[src/rtl/sync_fifo_pkg.sv]
// Read-mode encodings shared by the FIFO variants of this unit.
package sync_fifo_pkg;

  localparam bit FWFT_MODE = 1'b1;
  localparam bit REG_MODE  = 1'b0;

endpackage

[src/rtl/sync_fifomem.sv]
// FIFO storage: register array, one synchronous write port, asynchronous read port.
module sync_fifomem #(
  parameter int DATA_WIDTH = 16,
  parameter int ADDR_WIDTH = 4
) (
  input  logic                  clk_i,
  input  logic                  wr_en_i,
  input  logic [ADDR_WIDTH-1:0] waddr_i,
  input  logic [DATA_WIDTH-1:0] wdata_i,
  input  logic [ADDR_WIDTH-1:0] raddr_i,
  output logic [DATA_WIDTH-1:0] rdata_o
);

  localparam int DEPTH = 1 << ADDR_WIDTH;

  logic [DATA_WIDTH-1:0] mem_q [DEPTH];

  always_ff @(posedge clk_i) begin
    if (wr_en_i) begin
      mem_q[waddr_i] <= wdata_i;
    end
  end

  assign rdata_o = mem_q[raddr_i];

endmodule

[src/rtl/sync_fifo.sv]
// Single-clock FIFO: pointers, level, registered occupancy flags, sticky error flags,
// and either first-word-fall-through or registered read data.
module sync_fifo
  import sync_fifo_pkg::*;
#(
  parameter int DATA_WIDTH          = 16,
  parameter int ADDR_WIDTH          = 4,
  parameter bit FWFT                = FWFT_MODE,
  parameter int ALMOST_FULL_THRESH  = (1 << ADDR_WIDTH) - 2,
  parameter int ALMOST_EMPTY_THRESH = 2
) (
  input  logic                  clk_i,
  input  logic                  reset_i,
  input  logic                  clr_i,
  input  logic                  push_i,
  input  logic [DATA_WIDTH-1:0] wdata_i,
  output logic                  full_o,
  output logic                  almost_full_o,
  input  logic                  pop_i,
  output logic [DATA_WIDTH-1:0] rdata_o,
  output logic                  rvalid_o,
  output logic                  empty_o,
  output logic                  almost_empty_o,
  output logic [ADDR_WIDTH:0]   level_o,
  output logic                  overflow_o,
  output logic                  underflow_o
);

  localparam int DEPTH     = 1 << ADDR_WIDTH;
  localparam int PTR_WIDTH = ADDR_WIDTH + 1;

  if (ADDR_WIDTH < 1 ||
      ALMOST_FULL_THRESH < 0 || ALMOST_FULL_THRESH > DEPTH ||
      ALMOST_EMPTY_THRESH < 0 || ALMOST_EMPTY_THRESH > DEPTH) begin : g_param_check
    $error("sync_fifo: illegal ADDR_WIDTH or threshold parameter");
  end

  logic [PTR_WIDTH-1:0]  wptr_q, wptr_d, rptr_q, rptr_d, level_q, level_d;
  logic                  full_q, full_d, empty_q, empty_d;
  logic                  afull_q, afull_d, aempty_q, aempty_d;
  logic                  ovf_q, ovf_d, udf_q, udf_d;
  logic                  rvalid_q, rvalid_d;
  logic [DATA_WIDTH-1:0] rdata_q, rdata_d, mem_rdata;
  logic                  push_acc, pop_acc, clear;

  // Flags are registered, so acceptance never depends combinationally on the other side.
  assign push_acc = push_i & ~full_q;
  assign pop_acc  = pop_i & ~empty_q;
  assign clear    = reset_i | clr_i;

  always_comb begin
    wptr_d   = wptr_q + PTR_WIDTH'(push_acc);
    rptr_d   = rptr_q + PTR_WIDTH'(pop_acc);
    level_d  = level_q + PTR_WIDTH'(push_acc) - PTR_WIDTH'(pop_acc);
    empty_d  = (wptr_d == rptr_d);
    full_d   = (wptr_d[ADDR_WIDTH] != rptr_d[ADDR_WIDTH]) &&
               (wptr_d[ADDR_WIDTH-1:0] == rptr_d[ADDR_WIDTH-1:0]);
    afull_d  = (level_d >= PTR_WIDTH'(ALMOST_FULL_THRESH));
    aempty_d = (level_d <= PTR_WIDTH'(ALMOST_EMPTY_THRESH));
    ovf_d    = ovf_q | (push_i & full_q);
    udf_d    = udf_q | (pop_i & empty_q);
    rvalid_d = pop_acc;
    rdata_d  = pop_acc ? mem_rdata : rdata_q;
  end

  always_ff @(posedge clk_i) begin
    if (clear) begin
      wptr_q   <= '0;
      rptr_q   <= '0;
      level_q  <= '0;
      empty_q  <= 1'b1;
      full_q   <= 1'b0;
      afull_q  <= (ALMOST_FULL_THRESH == 0);
      aempty_q <= 1'b1;
      ovf_q    <= 1'b0;
      udf_q    <= 1'b0;
      rvalid_q <= 1'b0;
      rdata_q  <= '0;
    end else begin
      wptr_q   <= wptr_d;
      rptr_q   <= rptr_d;
      level_q  <= level_d;
      empty_q  <= empty_d;
      full_q   <= full_d;
      afull_q  <= afull_d;
      aempty_q <= aempty_d;
      ovf_q    <= ovf_d;
      udf_q    <= udf_d;
      rvalid_q <= rvalid_d;
      rdata_q  <= rdata_d;
    end
  end

  sync_fifomem #(
    .DATA_WIDTH(DATA_WIDTH),
    .ADDR_WIDTH(ADDR_WIDTH)
  ) u_mem (
    .clk_i  (clk_i),
    .wr_en_i(push_acc & ~clear),
    .waddr_i(wptr_q[ADDR_WIDTH-1:0]),
    .wdata_i(wdata_i),
    .raddr_i(rptr_q[ADDR_WIDTH-1:0]),
    .rdata_o(mem_rdata)
  );

  assign rdata_o        = (FWFT == FWFT_MODE) ? mem_rdata : rdata_q;
  assign rvalid_o       = (FWFT == FWFT_MODE) ? ~empty_q : rvalid_q;
  assign full_o         = full_q;
  assign empty_o        = empty_q;
  assign almost_full_o  = afull_q;
  assign almost_empty_o = aempty_q;
  assign level_o        = level_q;
  assign overflow_o     = ovf_q;
  assign underflow_o    = udf_q;

endmodule

[config.mk]
export PLATFORM = sky130hd
export DESIGN_NAME = sync_fifo
export DESIGN_NICKNAME = d
export VERILOG_FILES = /design/src/rtl/sync_fifo_pkg.sv /design/src/rtl/sync_fifomem.sv /design/src/rtl/sync_fifo.sv
export SDC_FILE = /design/constraint.sdc
export NUM_CORES = 1
export LEC_CHECK = 0
export ABC_AREA = 1
export BUFFER_PORTS_ARGS = -buffer_cell sky130_fd_sc_hd__buf_2
export CORE_ASPECT_RATIO = 1.75
export CORE_MARGIN = 8
export CORE_UTILIZATION = 55
export DETAILED_ROUTE_END_ITERATION = 10
export MAX_ROUTING_LAYER = met4
export PLACE_DENSITY = 0.82
export SETUP_SLACK_MARGIN = 0.2
export SYNTH_ARGS = -nofsm -noshare
export SYNTH_HDL_FRONTEND = slang
export SYNTH_SLANG_ARGS = --single-unit
[constraint.sdc]
create_clock -name clk_i -period 2 [get_ports clk_i]
set_input_delay 0.1 -clock clk_i [delete_from_list [all_inputs] [get_ports clk_i]]
set_output_delay 0.1 -clock clk_i [all_outputs]
set_load 0.03 [all_outputs]
==> flow_summary.yaml <==
outcome:
  outcome: "finished with violations"
  violations: "negative setup slack"
setup_path:
  r2r_slack_ns: 0.09
  endpoint_kind: "output port"
  crit_chain: "buf_12 > clkinv_16 > buf_16 > nor2_1 > o22ai_1 > o21ai_1 > nand2_1 > buf_6"
  path_max_fanout: 17
  required_ns: 1.90
  crit_slowest_cell: "dfxtp_4"
  startpoint_type: "flip-flop"
  cp.arrival_ns: 2.20
  path_class: "reg -> out"
  crit_path_max_incr_delay_ns: 0.41
timing:
  slew_headroom: 0.701
  hold_violations: 0
  fmax_mhz: 436
  finalSetupTns_ns: -3.16
  min_period_ns: 2.30
  tightest_slew_ns: 0.448
  period_share: 1.15
  setup_violations: 16
  slew_violations: 0
  rsz0062_at_grt: "yes"
  clock_skew_ns: 0.0137
  setup_slack_ns: -0.296
flow_run:
  maxCapViolCount: 0
drt:
  firstDrtPassIters: 6
  via_per_inst: 6.50
  vias: 8595
  wl_per_cell_um: 27.5
  wl_um: 36400
  drt_iter0_markers: 1076
  ant_nets: 0
  post-route-drc-count: 0
synthesis:
  ys_ff_latch: 277
  syn_nets: 958
  netlist_area_sq_um: 11100
  yosysWarningCount: 0
  ys.flop_type: "edfxtp_1"
  synth_edf_count: 256
  synthDistinctLibCells: 28
  syn_inst: 929
  ys_seq_area_frac: 0.730
  synth.avg_cell_area_sq_um: 12.0
  synth-async-reset-ratio: 0
cells_and_area:
  final_nets: 1085
  final_common_cell: "edfxtp_1"
  final_cell_mix: "256 x edfxtp_1, 170 x nand2_1, 67 x nor2_1"
  drive_above_1_share: 0.292
  area_delta_synth_final_pct: 29.6
  antenna-diode-count: 0
floorplan:
  rows: 69
  die_h_um: 204
  fp.dieW_um: 123
  core_area_sq_um: 20000
  start_util: 0.555
  die_area_sq_um: 25200
  ios: 49
place:
  hpwl_um: 17900
  place_congestion: 0.880
  place_ws_ns: 0.0754
  portBuffers: 48
min_path:
  hp-class: "in -> reg"
clocking:
  cts_buffer_depth: 3
  htree_levels: 1
  clkLatencyLatePin_ns: 0.53
  numClockSinks: 277
  cts_made_buffers: 24
  cts_tree: "done"
  path_clk_slew_ns: 0.07
  cts_root_buf: "clkbuf_16"
power_and_ir_drop:
  p_leak_nw: 5.30
  max-vdd-ir-drop_mv: 0.826
  power_density_nw_per_um2: 824
global_routing:
  grt_remaining_overflow: 0
  antenna_found_initial: 0
  grt_pass1_wl_um: 50500
  globalRouteTotalUtil: 0.281
  grt_max_degree: 32
  grt_pass1_vias: 8653
report_power, final:
part / switching [mW] / total (mW) / internal, mW
sequential: 0.0185 / 6.36 / 6.34
clock: 2.12 / 4.95 / 2.82
combinational: 0.352 / 0.554 / 0.202
total: 2.49 / 11.9 / 9.36
timing repair:
item                                    4_1_cts  5_1_grt
hold endpoints to repair                    260        0
cloned                                       11        4
hold buffers                                 21        0
resized for setup                           146      104
endpoints found under the setup margin       44      230
pin swaps                                    22       33
buffers inserted                              7        6
path summary, 6_finish.rpt:
path                                              from                endpoint  cells after the start
worst max register to register    rptr_q[0]$_SDFF_PP0_      empty_o$_SDFF_PP1_                     11
worst min register to register  underflow_o$_SDFF_PP0_  underflow_o$_SDFF_PP0_                      2
worst min-delay path                             clr_i    rptr_q[1]$_SDFF_PP0_                      5
worst max-delay path              rptr_q[0]$_SDFF_PP0_             rdata_o[13]                      8
sequential cells by signal, indices dropped and copies added (netlist names):
register,cells
almost_empty_o,1
almost_full_o,1
overflow_o,1
rptr_q,5
wptr_q,5
u_mem.mem_q,256
level_o,5
empty_o,1
full_o,1
underflow_o,1
metal layers:
layer	up-vias	track usage	share of wire
met2	706	0.465	0.50
li1	3545	-	-
met1	4140	0.304	0.32
met3	204	0.0503	0.10
met5	-	-	0
met4	0	0.177	0.077
critical path: cells and delay by family (launching register included):
family,cells,cell delay [ns]
simple gates,2,0.29
buf+inv,4,0.64
flops,1,0.41
compound gates,2,0.30
through the flow:
stage	hold slack [ns]	util	total power, mW	instance area, sq um	instances
CTS	0.0491	0.694	11.8	13900	1312
finish	0.0694	0.719	11.9	14400	1322
detailed placement	0.420	0.601	6.88	12000	1229
floorplan	0.199	-	6.70	11200	929
global route	0.0946	0.719	12.1	14400	1322
global placement	0.411	0.601	6.86	12000	1229
Yosys cell counts, types with 2 or more instances:
master	instances	area, sq um
edfxtp_1	256	7690
nand2_1	206	773
nor2_1	95	357
o21ai_0	68	340
a21oi_1	62	310
nand3_1	50	250
inv_1	37	139
o22ai_1	26	163
o21ai_1	25	125
buf_2	23	115
dfxtp_1	21	420
clkbuf_1	16	60.1
ha_1	7	87.6
a31oi_1	6	37.5
o211ai_1	6	45.0
xnor2_1	4	35.0
buf_4	3	22.5
buf_6	3	33.8
nand4_1	3	18.8
inv_2	2	7.51
nor2_2	2	12.5
xor2_1	2	17.5
cell type report:
type | instances | area, sq um
Clock inverter | 15 | 151
Clock buffer | 29 | 682
Sequential cell | 277 | 8120
Timing Repair Buffer | 147 | 1740
Tap cell | 248 | 310
Inverter | 41 | 190
Timing Repair inverter | 1 | 30.0
Fill cell | 1171 | 5640
Multi-Input combinational cell | 564 | 3160
cell families after synthesis:
family                     Yosys count  share of synthesized area
AOI/OAI and AO/OA                  193                     0.0919
buffers and inverters               88                     0.0356
and+or+nand+nor                    357                      0.128
adders and majority gates            8                    0.00969
DFF                                277                      0.730
xor gates and xnor gates             6                    0.00473
Note: power is estimated with default switching activity, not from simulation.
